## config.mk

```make
export PLATFORM = sky130hd
export DESIGN_NAME = rs232c_rx_fifo_flat
export DESIGN_NICKNAME = d
export VERILOG_FILES = /design/src/rtl/rs232c_rx_fifo_if.sv /design/src/rtl/rs232c_rx_fifo.sv /design/src/flat_wrapper.sv
export SDC_FILE = /design/constraint.sdc
export NUM_CORES = 1
export LEC_CHECK = 0
export ABC_AREA = 0
export CAP_MARGIN = 20
export CORE_UTILIZATION = 60
export DETAILED_ROUTE_END_ITERATION = 12
export GPL_TIMING_DRIVEN = 0
export PLACE_DENSITY = 0.89
export SYNTH_ARGS = -nofsm -noshare
export SYNTH_HDL_FRONTEND = slang
export SYNTH_SLANG_ARGS = --single-unit
```

## constraint.sdc

```tcl
create_clock -name clk -period 4.95 [get_ports clk]
set_input_delay 0.495 -clock clk [delete_from_list [all_inputs] [get_ports clk]]
set_output_delay 0.495 -clock clk [all_outputs]
set_load 0.005 [all_outputs]
```

## src/rtl/rs232c_rx_fifo_if.sv

```systemverilog
// ---------------------------------------------------------------------------
// rs232c_rx_fifo_if
//   Core-facing bundle of the RS-232C receiver: head-of-FIFO data, empty
//   indication, pop strobe, sticky error flags and their clear, fill level.
//   Handshake: rx_waiting=0 means rx_received_data holds a valid byte; a
//   cycle with rx_fifo_pop=1 and rx_waiting=0 consumes that byte at the next
//   rising clock edge. rx_fifo_pop while rx_waiting=1 has no effect.
//   Modports:
//     master - core side   (drives rx_fifo_pop, error_clear)
//     slave  - receiver    (drives data, status and flags)
//   Parameter FIFO_DEPTH_LOG2 must match the receiver instance.
// ---------------------------------------------------------------------------
interface rs232c_rx_fifo_if #(
  parameter int FIFO_DEPTH_LOG2 = 4
);
  logic [7:0]               rx_received_data;
  logic                     rx_waiting;
  logic                     rx_fifo_pop;
  logic                     error_clear;
  logic                     overflow;
  logic                     frame_error;
  logic                     parity_error;
  logic [FIFO_DEPTH_LOG2:0] fifo_count;

  modport master (
    output rx_fifo_pop, error_clear,
    input  rx_received_data, rx_waiting, overflow, frame_error,
           parity_error, fifo_count
  );

  modport slave (
    input  rx_fifo_pop, error_clear,
    output rx_received_data, rx_waiting, overflow, frame_error,
           parity_error, fifo_count
  );
endinterface

```

## src/rtl/rs232c_rx_fifo.sv

```systemverilog
// ---------------------------------------------------------------------------
// rs232c_rx_fifo
//   UART receiver (8N1, or 8E1 with RX_PARITY_EN defined) feeding a
//   first-word-fall-through receive FIFO.
//   Optional feature macro: RX_PARITY_EN (adds even-parity bit and check).
//   Ports:
//     clk         in   system clock, rising edge
//     reset       in   asynchronous active-low reset
//     rs_rx       in   serial line, idle high, asynchronous to clk
//     bus         slave modport of rs232c_rx_fifo_if (data/status/flags)
//     o_dbg_state out  current receiver FSM state encoding
// ---------------------------------------------------------------------------
module rs232c_rx_fifo #(
  parameter int CLK_PER_BIT     = 573,
  parameter int FIFO_DEPTH_LOG2 = 4
) (
  input  logic              clk,
  input  logic              reset,
  input  logic              rs_rx,
  rs232c_rx_fifo_if.slave   bus,
  output logic [2:0]        o_dbg_state
);

  localparam int DEPTH = 1 << FIFO_DEPTH_LOG2;
  localparam int TW    = $clog2(CLK_PER_BIT);
  // Timer counts down to zero, so reload values are one less than the period.
  localparam logic [TW-1:0] BIT_RELOAD  = TW'(CLK_PER_BIT - 1);
  localparam logic [TW-1:0] HALF_RELOAD = TW'((CLK_PER_BIT >> 1) - 1);

  typedef enum logic [2:0] {
    S_IDLE   = 3'd0,
    S_START  = 3'd1,
    S_DATA   = 3'd2,
    S_PARITY = 3'd3,
    S_STOP   = 3'd4
  } state_t;

  state_t                   r_state, w_next_state;
  logic                     r_sync1, r_sync2, r_rx_prev;
  logic                     w_rx, w_expire;
  logic [TW-1:0]            r_timer;
  logic [2:0]               r_bit_idx;
  logic [7:0]               r_shift;
  logic                     r_push;
  logic                     w_fe_set, w_pe_set, w_ovf_set;
  logic [7:0]               r_mem [DEPTH];
  logic [FIFO_DEPTH_LOG2-1:0] r_wr_ptr, r_rd_ptr;
  logic [FIFO_DEPTH_LOG2:0] r_count;
  logic                     w_empty, w_full, w_do_pop, w_do_push;
  logic                     r_ovf, r_fe;

  // Two-flop synchroniser; idle-high reset value avoids a false start bit.
  always_ff @(posedge clk or negedge reset) begin
    if (!reset) begin
      r_sync1 <= 1'b1;
      r_sync2 <= 1'b1;
    end else begin
      r_sync1 <= rs_rx;
      r_sync2 <= r_sync1;
    end
  end
  assign w_rx = r_sync2;

  always_ff @(posedge clk or negedge reset) begin
    if (!reset) r_state <= S_IDLE;
    else        r_state <= w_next_state;
  end

  assign w_expire = (r_timer == '0);

  always_comb begin
    w_next_state = r_state;
    case (r_state)
      // Only a high-to-low transition starts a frame, so a line stuck low
      // after a framing error cannot retrigger.
      S_IDLE:   if (r_rx_prev && !w_rx) w_next_state = S_START;
      S_START:  if (w_expire) w_next_state = w_rx ? S_IDLE : S_DATA;
      S_DATA:   if (w_expire && (r_bit_idx == 3'd7)) begin
`ifdef RX_PARITY_EN
                  w_next_state = S_PARITY;
`else
                  w_next_state = S_STOP;
`endif
                end
      S_PARITY: if (w_expire) w_next_state = S_STOP;
      S_STOP:   if (w_expire) w_next_state = S_IDLE;
      default:  w_next_state = S_IDLE;
    endcase
  end

`ifdef RX_PARITY_EN
  logic r_par_bad, r_pe;
  // Even parity: XOR over data and parity bit must be zero.
  assign w_pe_set = (r_state == S_PARITY) && w_expire && ((^r_shift) ^ w_rx);
`else
  assign w_pe_set = 1'b0;
`endif
  assign w_fe_set = (r_state == S_STOP) && w_expire && !w_rx;

  // Bit timer, shift register and push strobe.
  always_ff @(posedge clk or negedge reset) begin
    if (!reset) begin
      r_rx_prev <= 1'b1;
      r_timer   <= HALF_RELOAD;
      r_bit_idx <= 3'd0;
      r_shift   <= 8'h00;
      r_push    <= 1'b0;
`ifdef RX_PARITY_EN
      r_par_bad <= 1'b0;
`endif
    end else begin
      r_rx_prev <= w_rx;
      r_push    <= 1'b0;
      if (r_state == S_IDLE) begin
        r_timer   <= HALF_RELOAD;
        r_bit_idx <= 3'd0;
`ifdef RX_PARITY_EN
        r_par_bad <= 1'b0;
`endif
      end else if (w_expire) begin
        r_timer <= BIT_RELOAD;
        if (r_state == S_DATA) begin
          r_shift   <= {w_rx, r_shift[7:1]};
          r_bit_idx <= r_bit_idx + 3'd1;
        end
`ifdef RX_PARITY_EN
        if (w_pe_set) r_par_bad <= 1'b1;
        if (r_state == S_STOP) r_push <= w_rx && !r_par_bad;
`else
        if (r_state == S_STOP) r_push <= w_rx;
`endif
      end else begin
        r_timer <= r_timer - 1'b1;
      end
    end
  end

  // FIFO control: pop only when non-empty; push at full succeeds only when a
  // pop frees the slot in the same cycle.
  assign w_empty   = (r_count == '0);
  assign w_full    = (r_count == (FIFO_DEPTH_LOG2+1)'(DEPTH));
  assign w_do_pop  = bus.rx_fifo_pop && !w_empty;
  assign w_do_push = r_push && (!w_full || w_do_pop);
  assign w_ovf_set = r_push && w_full && !w_do_pop;

  always_ff @(posedge clk) begin
    if (w_do_push) r_mem[r_wr_ptr] <= r_shift;
  end

  always_ff @(posedge clk or negedge reset) begin
    if (!reset) begin
      r_wr_ptr <= '0;
      r_rd_ptr <= '0;
      r_count  <= '0;
    end else begin
      if (w_do_push) r_wr_ptr <= r_wr_ptr + 1'b1;
      if (w_do_pop)  r_rd_ptr <= r_rd_ptr + 1'b1;
      case ({w_do_push, w_do_pop})
        2'b10:   r_count <= r_count + 1'b1;
        2'b01:   r_count <= r_count - 1'b1;
        default: r_count <= r_count;
      endcase
    end
  end

  // Sticky flags: a set event in the same cycle beats error_clear.
  always_ff @(posedge clk or negedge reset) begin
    if (!reset) begin
      r_ovf <= 1'b0;
      r_fe  <= 1'b0;
    end else begin
      if (w_ovf_set)            r_ovf <= 1'b1;
      else if (bus.error_clear) r_ovf <= 1'b0;
      if (w_fe_set)             r_fe  <= 1'b1;
      else if (bus.error_clear) r_fe  <= 1'b0;
    end
  end

`ifdef RX_PARITY_EN
  always_ff @(posedge clk or negedge reset) begin
    if (!reset)               r_pe <= 1'b0;
    else if (w_pe_set)        r_pe <= 1'b1;
    else if (bus.error_clear) r_pe <= 1'b0;
  end
  assign bus.parity_error = r_pe;
`else
  assign bus.parity_error = 1'b0;
`endif

  assign bus.rx_received_data = w_empty ? 8'h00 : r_mem[r_rd_ptr];
  assign bus.rx_waiting       = w_empty;
  assign bus.fifo_count       = r_count;
  assign bus.overflow         = r_ovf;
  assign bus.frame_error      = r_fe;
  assign o_dbg_state          = r_state;

endmodule
```

## src/flat_wrapper.sv

```systemverilog
// flat-port wrapper written by rule: the top's interface ports become plain ports
module rs232c_rx_fifo_flat 
#(
  parameter int CLK_PER_BIT     = 573,
  parameter int FIFO_DEPTH_LOG2 = 4
)
  (clk, reset, rs_rx, o_dbg_state, bus_rx_fifo_pop, bus_error_clear, bus_rx_received_data, bus_rx_waiting, bus_overflow, bus_frame_error, bus_parity_error, bus_fifo_count);
  rs232c_rx_fifo_if #(.FIFO_DEPTH_LOG2(FIFO_DEPTH_LOG2)) bus_i ();
  input  logic clk;
  input  logic reset;
  input  logic rs_rx;
  output logic [2:0] o_dbg_state;
  input wire logic [$bits(bus_i.rx_fifo_pop)-1:0] bus_rx_fifo_pop;
  input wire logic [$bits(bus_i.error_clear)-1:0] bus_error_clear;
  output wire logic [$bits(bus_i.rx_received_data)-1:0] bus_rx_received_data;
  output wire logic [$bits(bus_i.rx_waiting)-1:0] bus_rx_waiting;
  output wire logic [$bits(bus_i.overflow)-1:0] bus_overflow;
  output wire logic [$bits(bus_i.frame_error)-1:0] bus_frame_error;
  output wire logic [$bits(bus_i.parity_error)-1:0] bus_parity_error;
  output wire logic [$bits(bus_i.fifo_count)-1:0] bus_fifo_count;
  assign bus_i.rx_fifo_pop = bus_rx_fifo_pop;
  assign bus_i.error_clear = bus_error_clear;
  assign bus_rx_received_data = bus_i.rx_received_data;
  assign bus_rx_waiting = bus_i.rx_waiting;
  assign bus_overflow = bus_i.overflow;
  assign bus_frame_error = bus_i.frame_error;
  assign bus_parity_error = bus_i.parity_error;
  assign bus_fifo_count = bus_i.fifo_count;
  rs232c_rx_fifo #(.CLK_PER_BIT(CLK_PER_BIT), .FIFO_DEPTH_LOG2(FIFO_DEPTH_LOG2)) u_core (.clk(clk), .reset(reset), .rs_rx(rs_rx), .bus(bus_i), .o_dbg_state(o_dbg_state));
endmodule
```

# Word-level counts from Yosys, hierarchy flattened
# Memory sizes are Yosys's and may differ from the RTL's.
# Cells that the tools add are included.
[totals]
mem_count = 1
word_cells = 80
regBits = 43
ramBits = 128
in_bits = 5
out_inout_bits = 20
[classes]
mux = 22
addsub = 6
reduce_logical = 24
bitwise = 1
n_eq_ne = 13
[memory_table]
columns = ["name", "depth", "width", "rd", "rd_clocked_by_memory_dff", "write_ports", "line", "text"]
rows = [
  ["u_core.r_mem", 16, 8, 1, 0, 1, "rs232c_rx_fifo.sv:46", "logic [7:0] r_mem [DEPTH];"],
]
[ops]
columns = ["op", "n"]
rows = [
  ["$mux 3", 8],
  ["$mux 10", 2],
  ["$pmux 3 s5", 1],
  ["$logic_not 10->1", 1],
  ["$ne 2x1->1 const B", 5],
  ["$pmux 5 s2", 1],
  ["$reduce_bool 2->1", 5],
  ["$sub 10x1->10 const B", 1],
  ["$add 4x1->4 const B", 2],
  ["$logic_and 1x1->1", 8],
  ["$mux 1", 8],
  ["$mux 8", 1],
  ["$eq 3x2->1 const B", 2],
  ["$eq 3x3->1 const B", 2],
  ["$add 5x1->5 const B", 1],
  ["$eq 5x5->1 const B", 1],
  ["$logic_not 5->1", 1],
  ["$reduce_and 5->1", 1],
  ["$sub 5x1->5 const B", 1],
  ["$logic_not 1->1", 4],
  ["$add 3x1->3 const B", 1],
  ["$eq 3x1->1 const B", 1],
  ["$logic_not 3->1", 1],
  ["$reduce_and 3->1", 1],
  ["6 further kinds", 6],
]

# Depth between registers and ports, before layout
# Gate-level depths: netlist (run 1).
[depth]
depth_word = 7
depth_mapped = 10
depth_no_buf = 8

# Worst setup path after synthesis (run 1)
# Ideal clock, no wire load.
[synth_timing]
kind = "register to register"
from = "register u_core.r_count[1], in the netlist u_core.bus.fifo_count[1]"
to = "register u_core.r_count[4], in the netlist u_core.bus.fifo_count[4]"
stages_incl_launch_ff = 11
n_path_buf = 2
required_ps = 4827
setup_ps = 123
period_less_slack_ps = 2614
t_arrival_ps = 2491
path_slack_ps = 2336
path_cell_list = "dfrtp_1 buf_2 or4_1 clkbuf_1 o21a_1 xor2_1 ha_1 o31a_1 or3_1 mux2i_1 a21oi_1"
[synth_via]
elab_chain_len = 7
word_cells_on_any_way = 13
cone_classes = "add/sub (2); eq/ne (3); mux (1); reduce/logical (7)"
[synth_lines]
columns = ["element", "line", "text"]
rows = [
  ["start, declared", "rs232c_rx_fifo.sv:48", "logic [FIFO_DEPTH_LOG2:0] r_count;"],
  ["start signal, assigned", "rs232c_rx_fifo.sv:159", "2'b10: r_count <= r_count + 1'b1;"],
  ["start signal, assigned", "rs232c_rx_fifo.sv:160", "2'b01: r_count <= r_count - 1'b1;"],
  ["start signal, assigned", "rs232c_rx_fifo.sv:161", "default: r_count <= r_count;"],
  ["$logic_not 5->1", "rs232c_rx_fifo.sv:140", "assign w_empty = (r_count == '0);"],
  ["$logic_not 1->1", "rs232c_rx_fifo.sv:142", "assign w_do_pop = bus.rx_fifo_pop && !w_empty;"],
  ["$logic_and 1x1->1", "rs232c_rx_fifo.sv:142", ""],
  ["$logic_or 1x1->1", "rs232c_rx_fifo.sv:143", "assign w_do_push = r_push && (!w_full || w_do_pop);"],
  ["$logic_and 1x1->1", "rs232c_rx_fifo.sv:143", ""],
  ["$eq 2x1->1 / $eq 2x2->1 (equally long branches)", "rs232c_rx_fifo.sv:158", "case ({w_do_push, w_do_pop})"],
  ["$pmux 5 s2 / $reduce_bool 2->1 (equally long branches)", "n/a", ""],
]
# Parallel ways exist; a longest one is shown, timed or not.
# A chain may end at the register's enable or synchronous reset.

# Worst setup path in the final report (run 1)
[layout_timing]
from = "register u_core.r_rd_ptr[0]"
to = "output bus_rx_received_data[1]"
[layout_via]
elab_chain_len = 2
[layout_lines]
columns = ["element", "line", "text"]
rows = [
  ["start, declared", "rs232c_rx_fifo.sv:47", "logic [FIFO_DEPTH_LOG2-1:0] r_wr_ptr, r_rd_ptr;"],
  ["start signal, assigned", "rs232c_rx_fifo.sv:157", "if (w_do_pop) r_rd_ptr <= r_rd_ptr + 1'b1;"],
  ["$mem_v2 16x8", "n/a", ""],
  ["$mux 8", "rs232c_rx_fifo.sv:190", "assign bus.rx_received_data = w_empty ? 8'h00 : r_mem[r_rd_ptr];"],
  ["end, declared", "flat_wrapper.sv:15", "output wire logic [$bits(bus_i.rx_received_data)-1:0] bus_rx_received_data;"],
]
# Every way passes these cells.

==> results of run 1 <==
## cell families after synthesis
| kind of cell | Yosys count |
|---|---|
| flops | 171 |
| simple gates | 89 |
| mux | 53 |
| compound gates | 46 |
| buf+inv | 37 |
| xor+xnor | 14 |
| fa+ha+maj | 11 |
| other cells | 1 |
## metal layers
metal / wire [um] / GRT usage
met3: 1000 / 0.0558
met4: 351 / 0.0960
met5: 0 / 0
met2: 7440 / 0.429
met1: 5580 / 0.329
## layout by cell type (no fill, tap or decap), types with 4 or more instances in the layout
cell / n
edfxtp_1: 128
dfrtp_1: 35
mux4_2: 32
clkdlybuf4s50_1: 22
nor2_1: 21
clkbuf_16: 17
a211oi_1: 16
inv_1: 14
clkbuf_1: 13
mux2i_1: 11
nand2_1: 11
ha_1: 11
buf_2: 10
nor2b_1: 9
xnor2_1: 9
mux2_2: 9
and2_1: 8
dfstp_2: 8
nand3_1: 7
a21oi_1: 7
o21ai_0: 7
nor3b_1: 5
xor2_1: 5
clkinv_2: 5
buf_1: 4
nor3_1: 4
or3_1: 4
nor4_2: 4
## power groups by stage
stage | clock (uW) | combinational [uW] | sequential, uW
after floorplan | 0 | 606 | 1680
after global routing | 1330 | 988 | 1670
after detailed placement | 0 | 909 | 1690
final | 1260 | 910 | 1660
after CTS | 1270 | 914 | 1660
after global placement | 0 | 868 | 1690
## worst min-delay path by stage
stage | endpoint | slack, ns | start | cells past startpoint
after floorplan | u_core.bus.fifo_count[0] | 0.20 | reset | 0
after global placement | u_core.r_sync2 | 0.35 | u_core.r_sync1 | 0
after detailed placement | u_core.r_sync2 | 0.35 | u_core.r_sync1 | 0
after CTS | u_core.o_dbg_state[2] | 0.04 | reset | 1
after global routing | u_core.r_timer[5] | 0.06 | reset | 1
final | u_core.r_timer[5] | 0.03 | reset | 1
## sequential cells by signal, summed over array words and instances (netlist names), 3 cells and up
signal                 count
u_core.r_rd_ptr            4
u_core.o_dbg_state         3
u_core.r_wr_ptr            4
u_core.r_mem             128
u_core.r_timer            10
u_core.r_bit_idx           3
u_core.r_shift             8
u_core.bus.fifo_count      5
## layout make-up
| cell class | count | area share |
|---|---|---|
| Sequential cell | 171 | 0.606 |
| Multi-Input combinational cell | 214 | 0.250 |
| Clock buffer | 19 | 0.0532 |
| Timing Repair Buffer | 28 | 0.0341 |
| Tap cell | 143 | 0.0220 |
| Clock inverter | 13 | 0.0158 |
| Buffer | 23 | 0.0121 |
| Inverter | 14 | 0.00646 |
## metrics by stage
step / util / instance area (um^2) / setup WS [ns] / hold WS, ns / power (uW)
global placement: 0.655 / 7510 / 1.71 / 0.345 / 2550
CTS: 0.710 / 8140 / 1.10 / 0.0402 / 3850
finish: 0.710 / 8140 / 1.13 / 0.0337 / 3830
detailed placement: 0.661 / 7570 / 1.56 / 0.349 / 2600
floorplan: - / 7110 / 2.34 / 0.199 / 2280
global route: 0.710 / 8140 / 0.929 / 0.0593 / 3990
==> impl_metrics.yaml, run 1 <==
floorplan:
  die_area_mm2: 0.0123
  die_y_um: 111
  initial_utilization: 0.620
  die_x_um: 111
  fp-row-count: 39
  coreArea_mm2: 0.0115
  io_pins: 25
finish:
  drive_gt1_frac: 0.207
  register_area_mm2: 0.00493
  final_nets: 485
  stdcell_count: 625
  area_growth_pct: 14.5
  insertedDiodeCount: 0
  filler_cell_count: 696
  multiInputGateArea_mm2: 0.00204
logic_synthesis:
  synth.most_common_cell: "edfxtp_1"
  synth.area.mux_share: 0.133
  netlist-cell-type-count: 49
  synth_top_family_by_area: "multiplexers"
  yosys.area.top_type: "edfxtp_1"
  synth.top_cell.area_share: 0.541
  synth-edff-count: 128
  ys_seq_area_frac: 0.694
  ys.flop_type: "edfxtp_1"
  synth_warnings: 0
  synthTopCellsByArea: "edfxtp_1 54%, dfrtp_1 12%, mux4_2 10%"
  synthTopCellsByCount: "128 x edfxtp_1, 35 x dfrtp_1, 32 x mux4_2"
  ys_seq_elements: 171
  synthSimpleGateAreaFrac: 0.0706
  synth_area_mm2: 0.00711
  synth_cells: 422
  synth-xor-area-share: 0.0173
  synth_fa_ha_area_frac: 0.0194
  syn-num-nets: 438
  synthArstFlopShare: 0.251
  syn_avg_cell_area_um2: 16.8
  synth_compound_area_frac: 0.0444
cts:
  clkTransAtPathRegs_ns: 0.07
  clk_latency_ns: 0.43
  clock_path_buffers: 2
  ctsRootBufferMaster: "clkbuf_16"
  cts_hold_buffers: 0
  cts_resized: 0
  clock_sinks: 171
  post-cts-setup-buffer-count: 0
  htreeDepth: 4
  numCtsBuffers: 17
  tritoncts: "built"
worst_setup_path:
  critPathSlowestCell: "clkdlybuf4s50_1"
  endpoint: "bus_rx_received_data[1]"
  reg2reg_depth: 10
  critPathArrivalTime_ns: 3.32
  worstSetupPathType: "reg -> out"
  required_ns: 4.45
  reg2reg_to: "u_core.bus.fifo_count[4]"
  critPathCaptureType: "output port"
  crit_chain: "clkbuf_1 > buf_1 > clkbuf_1 > a211oi_1 > a211oi_1 > clkdlybuf4s50_1"
  worst-path-max-fanout: 10
  crit_path_start: "u_core.r_rd_ptr[0]"
  rrSetupSlack_ns: 2.04
  path_buf_inv: 4
  critPathLaunchType: "flop"
  path_depth: 6
  max_stage_delay_ns: 0.57
  timing.rr.start: "u_core.bus.fifo_count[2]"
  cpLargestDelayFamily: "buffers and inverters"
global_routing:
  grt_pass1_vias: 4051
  grt_pass1_wl_mm: 22.7
  gr-usage-all-layers: 0.255
  overflow: 0
  grt_max_degree: 25
  antenna_found_initial: 0
place:
  gp_congestion: 0.840
  dp_hpwl_mm: 9.32
  placed_cells: 593
  port_buffers: 23
detailed_routing:
  drc: 0
  viasPerCell: 6.43
  num_vias: 4021
  initialDrtViolationCount: 395
  wl_per_cell_um: 23.0
  final_antenna_net_count: 0
  first_pass_iters: 6
  finalWirelength_mm: 14.4
sta:
  period_share: 0.771
  finalHoldViolations: 0
  setup_tns_ns: 0
  max-slew-margin-rel: 0.445
  period_minus_slack_ns: 3.82
  slew_violations: 0
  setup_violations: 0
  worst_pin_slew_ns: 0.824
  grt_setup_unrepaired: "no"
  finalClockSkew_ns: 0.00965
  max_freq_mhz: 262
flow_run:
  drv_cap: 0
power_and_ir_drop:
  power_density_mw_per_mm2: 471
  pwr-share-clk: 0.329
  max-vdd-ir-drop_v: 0.000395
  pwr-share-comb: 0.237
  leakagePower_uw: 0.00313
  switchingPower_uw: 1060
  internal_power_uw: 2780
  netSwitchingFraction: 0.275
  p_seq_frac: 0.434
hold_path:
  hold_path.class: "in -> async"
status:
  status: "finished, final reports clean"
No activity file was read; power rests on OpenSTA's default activity.
==> inputs of run 2 (changes only) <==
--- a/config.mk
+++ b/config.mk
@@ -7,10 +7,10 @@
 export LEC_CHECK = 0
 export ABC_AREA = 0
 export CAP_MARGIN = 20
-export CORE_UTILIZATION = 60
+export CORE_UTILIZATION = 55
 export DETAILED_ROUTE_END_ITERATION = 12
 export GPL_TIMING_DRIVEN = 0
-export PLACE_DENSITY = 0.89
+export PLACE_DENSITY = 0.87
 export SYNTH_ARGS = -nofsm -noshare
 export SYNTH_HDL_FRONTEND = slang
 export SYNTH_SLANG_ARGS = --single-unit
==> constraint.sdc (replaced) <==
create_clock -name clk -period 3.2 [get_ports clk]
set_input_delay 0.32 -clock clk [delete_from_list [all_inputs] [get_ports clk]]
set_output_delay 0.32 -clock clk [all_outputs]
set_load 0.005 [all_outputs]
==> impl_metrics.yaml, run 2 (synthesis gave the netlist of run 1 again) <==
sta:
  period_share: 0.977
  finalHoldViolations: 0
  max-slew-margin-rel: 0.357
  finalClockSkew_ns: 0.00657
  setup_violations: 0
  holdWs_ns: 0.0390
  worst_pin_slew_ns: 0.964
  max_freq_mhz: 320
  period_minus_slack_ns: 3.13
  slew_violations: 0
floorplan:
  die_x_um: 116
  io_pins: 25
  initial_utilization: 0.563
  fp-row-count: 41
  coreArea_mm2: 0.0126
  die_y_um: 116
  die_area_mm2: 0.0134
global_routing:
  overflow: 0
  antenna_found_initial: 0
  grt_pass1_vias: 4084
  gr-usage-all-layers: 0.240
  grt_pass1_wl_mm: 22.5
  grt_max_degree: 44
cts:
  clkTransAtPathRegs_ns: 0.07
  htreeDepth: 4
  numCtsBuffers: 17
  tritoncts: "built"
  clk_latency_ns: 0.44
  clock_path_buffers: 2
  ctsRootBufferMaster: "clkbuf_16"
  clock_sinks: 171
finish:
  insertedDiodeCount: 0
  filler_cell_count: 852
  final_nets: 482
  multiInputGateArea_mm2: 0.00207
  largestRegisters: "u_core.r_mem x128, u_core.r_timer x10, u_core.r_shift x8"
  top_register: "u_core.r_mem"
  drive_gt1_frac: 0.236
  largest_register_ffs: 128
  final_util: 0.658
  mostFrequentLayoutCell: "edfxtp_1"
  stdcell_count: 651
  area_growth_pct: 16.8
  register_area_mm2: 0.00493
  final_cell_mix: "128 x edfxtp_1, 34 x dfrtp_1, 32 x mux4_2"
detailed_routing:
  drc: 0
  final_antenna_net_count: 0
  first_pass_iters: 5
  viasPerCell: 6.04
  wl_per_cell_um: 22.3
  num_vias: 3935
  initialDrtViolationCount: 389
  finalWirelength_mm: 14.5
worst_setup_path:
  critPathCaptureType: "output port"
  cpLargestDelayFamily: "buffers and inverters"
  critPathLaunchType: "flop"
  path_buf_inv: 3
  critPathArrivalTime_ns: 2.81
  max_stage_delay_ns: 0.51
  required_ns: 2.88
  worst-path-max-fanout: 10
  worstSetupPathType: "reg -> out"
  critPathSlowestCell: "mux4_2"
  crit_chain: "buf_4 > buf_6 > mux4_2 > a211oi_1 > a211oi_2 > clkdlybuf4s50_1"
flow_run:
  drv_cap: 0
power_and_ir_drop:
  max-vdd-ir-drop_v: 0.000434
  power_uw: 6310
  leakagePower_uw: 0.00317
  power_density_mw_per_mm2: 761
place:
  gp_congestion: 0.813
  dp_hpwl_mm: 9.32
  port_buffers: 23
  placed_cells: 621
status:
  status: "finished, final reports clean"
hold_path:
  hold_path.class: "in -> async"
==> run 2: cell count changes in the layout (fill, tap and decap cells not counted), moves of 3 or more <==
cell | previous run | this run
a211oi_1 | 16 | 13
a211oi_2 | 0 | 3
buf_1 | 4 | 1
buf_2 | 10 | 6
buf_4 | 3 | 9
clkbuf_1 | 13 | 8
clkinv_2 | 5 | 0
==> run 2: where the power goes <==
| group | switching, uW | total [uW] | leakage, uW | internal, uW |
|---|---|---|---|---|
| clock | 853 | 2260 | 0.000305 | 1400 |
| sequential | 142 | 2620 | 0.00200 | 2480 |
| combinational | 726 | 1440 | 0.000867 | 709 |
| total | 1720 | 6310 | 0.00317 | 4590 |
==> run 2: final timing paths <==
kind                                           from                       end  slack, ns  depth (start not counted)
max in group asynchronous                     reset        u_core.r_rd_ptr[0]       2.50                          1
min reg2reg                          u_core.r_sync1            u_core.r_sync2       0.36                          0
max reg2reg                u_core.bus.fifo_count[2]  u_core.bus.fifo_count[4]       0.31                         10
min                                           reset         u_core.r_timer[6]       0.04                          1
max                              u_core.r_rd_ptr[1]   bus_rx_received_data[3]       0.07                          6
min in group clk                              rs_rx            u_core.r_sync1       0.29                          1
==> run 2: timing repair <==
item	4_1_cts	5_1_grt
setup endpoints to repair	9	6
pin swaps	0	0
resized for setup	12	4
hold endpoints to repair	0	0
buffers inserted	0	0
hold buffers	0	0
==> run 2: layer usage <==
layer,part of all wire,global-route usage
met1,0.41,0.314
met2,0.51,0.390
met3,0.056,0.0554
met4,0.029,0.106
met5,0,0
==> run 2: metrics by stage <==
stage | TNS [ns] | instance area, um^2 | worst slack (ns)
2_1_floorplan | 0 | 7110 | 0.586
3_3_place_gp | 0 | 7550 | 0.0285
3_5_place_dp | -0.0202 | 7600 | -0.0202
4_1_cts | 0 | 8280 | 0.0554
5_1_grt | -0.00278 | 8300 | -0.00278
6_report | 0 | 8300 | 0.0737
==> run 2: final cells by class <==
| cell class | count | share of cell area |
|---|---|---|
| clock inverter | 12 | 0.0222 |
| inverter | 14 | 0.00633 |
| buffer | 21 | 0.0137 |
| timing repair buffer | 27 | 0.0308 |
| tap | 172 | 0.0259 |
| clock buffer | 20 | 0.0578 |
| multi-input combinational | 214 | 0.249 |
| sequential | 171 | 0.594 |
==> inputs of run 3 (changes only) <==
--- a/config.mk
+++ b/config.mk
@@ -11,6 +11,7 @@
 export DETAILED_ROUTE_END_ITERATION = 12
 export GPL_TIMING_DRIVEN = 0
 export PLACE_DENSITY = 0.87
+export SKIP_CTS_REPAIR_TIMING = 1
 export SYNTH_ARGS = -nofsm -noshare
 export SYNTH_HDL_FRONTEND = slang
 export SYNTH_SLANG_ARGS = --single-unit
==> constraint.sdc (replaced) <==
create_clock -name clk -period 2.86 [get_ports clk]
set_input_delay 0.286 -clock clk [delete_from_list [all_inputs] [get_ports clk]]
set_output_delay 0.286 -clock clk [all_outputs]
set_load 0.005 [all_outputs]
==> impl_metrics.yaml, run 3 (synthesis gave the netlist of run 1 again) <==
finish:
  largest_register_ffs: 128
  top_register: "u_core.r_mem"
  largestRegisters: "u_core.r_mem x128, u_core.r_timer x10, u_core.r_shift x8"
  stdcell_count: 655
  mostFrequentLayoutCell: "edfxtp_1"
  final_cell_area_mm2: 0.00847
  final_cell_mix: "128 x edfxtp_1, 34 x dfrtp_1, 32 x mux4_2"
  area_growth_pct: 19.2
  final_util: 0.671
  final_nets: 486
  insertedDiodeCount: 0
  drive_gt1_frac: 0.273
power_and_ir_drop:
  pwr-share-comb: 0.248
  leakagePower_uw: 0.00330
  switchingPower_uw: 1970
  max-vdd-ir-drop_v: 0.000499
  netSwitchingFraction: 0.273
  power_uw: 7230
  pwr-share-clk: 0.347
  internal_power_uw: 5260
  p_seq_frac: 0.405
  power_density_mw_per_mm2: 854
place:
  dp_hpwl_mm: 9.32
  gp_congestion: 0.813
  port_buffers: 23
  postPlaceCellArea_mm2: 0.00760
  placed_cells: 621
worst_setup_path:
  worstSetupPathType: "reg -> out"
  required_ns: 2.57
  critPathLaunchType: "flop"
  rrSetupSlack_ns: 0.10
  critPathCaptureType: "output port"
  critPathArrivalTime_ns: 2.64
  worst-path-max-fanout: 7
floorplan:
  die_y_um: 116
  die_area_mm2: 0.0134
  io_pins: 25
  die_x_um: 116
  initial_utilization: 0.563
  fp-row-count: 41
  coreArea_mm2: 0.0126
global_routing:
  grt_pass1_wl_mm: 22.6
  grt_pass1_vias: 4092
  overflow: 0
  grt_max_degree: 44
  antenna_found_initial: 0
  gr-usage-all-layers: 0.240
detailed_routing:
  finalWirelength_mm: 15.0
  initialDrtViolationCount: 419
  drc: 0
  final_antenna_net_count: 0
  first_pass_iters: 5
  viasPerCell: 6.05
  num_vias: 3966
  wl_per_cell_um: 22.8
cts:
  clkTransAtPathRegs_ns: 0.07
  clock_path_buffers: 2
  ctsRootBufferMaster: "clkbuf_16"
  clock_sinks: 171
  clk_latency_ns: 0.43
  tritoncts: "built"
  htreeDepth: 4
  numCtsBuffers: 17
status:
  failed_checks: "setup timing"
  status: "complete, but fails checks"
sta:
  worst_pin_slew_ns: 0.959
  period_share: 1.02
  max-slew-margin-rel: 0.361
  finalClockSkew_ns: 0.00728
  finalHoldViolations: 0
  setup_violations: 1
  setup_slack_ns: -0.0677
  setup_tns_ns: -0.0677
  period_minus_slack_ns: 2.93
  slew_violations: 0
  grt_setup_unrepaired: "yes"
  max_freq_mhz: 342
flow_run:
  drv_cap: 0
hold_path:
  hold_path.class: "in -> async"
==> run 3: changes by cell type in the layout (fill, tap and decap cells not counted), sizes merged <==
cell,change
clkbuf,-3
clkdlybuf4s50,-6
buf,+7
dlymetal6s2s,+6
==> run 3: final cells by class <==
type	count	area, um^2
clock inverter	12	184
buffer	20	153
tap	172	215
clock buffer	20	479
timing repair buffer	32	320
fill	827	4150
sequential	171	4930
multi-input combinational	214	2140
inverter	14	52.6
==> run 3: power by group through the flow <==
stage / Sequential [uW] / Combinational (uW) / Clock [uW]
finish: 2930 / 1800 / 2510
global route: 2940 / 1940 / 2620
CTS: 2880 / 1600 / 2530
detailed placement: 2930 / 1590 / 0
global placement: 2910 / 1510 / 0
floorplan: 2900 / 1050 / 0
==> run 3: worst paths after layout <==
kind,startpoint,to,cells after the start
min in group clk,rs_rx,u_core.r_sync1,1
min reg2reg,u_core.r_sync1,u_core.r_sync2,0
max in group asynchronous,reset,u_core.r_rd_ptr[3],1
max,u_core.r_rd_ptr[1],bus_rx_received_data[7],7
min,reset,u_core.r_timer[5],1
max reg2reg,u_core.bus.fifo_count[1],u_core.bus.fifo_count[4],9
==> run 3: stage by stage <==
step           worst slack, ns  hold WS, ns
6_report               -0.0677      0.00493
5_1_grt                 -0.123       0.0841
4_1_cts                 -0.814       0.0359
3_5_place_dp            -0.326        0.350
3_3_place_gp            -0.278        0.346
2_1_floorplan            0.246     -0.00959
==> run 3: worst max-delay path: stages, from the launching register on <==
cell	delay, ns
dfrtp_1	0.43
buf_6	0.18
buf_4	0.14
mux4_2	0.31
nor2b_1	0.19
a211oi_2	0.07
a211oi_1	0.33
clkdlybuf4s50_1	0.56
==> run 3: metal layers <==
layer  track usage  part of all wire  vias up
met5             0                 0        -
li1              -                 -     1726
met4         0.109             0.037        0
met2         0.388              0.52      186
met1         0.313              0.38     2017
met3        0.0575             0.063       37
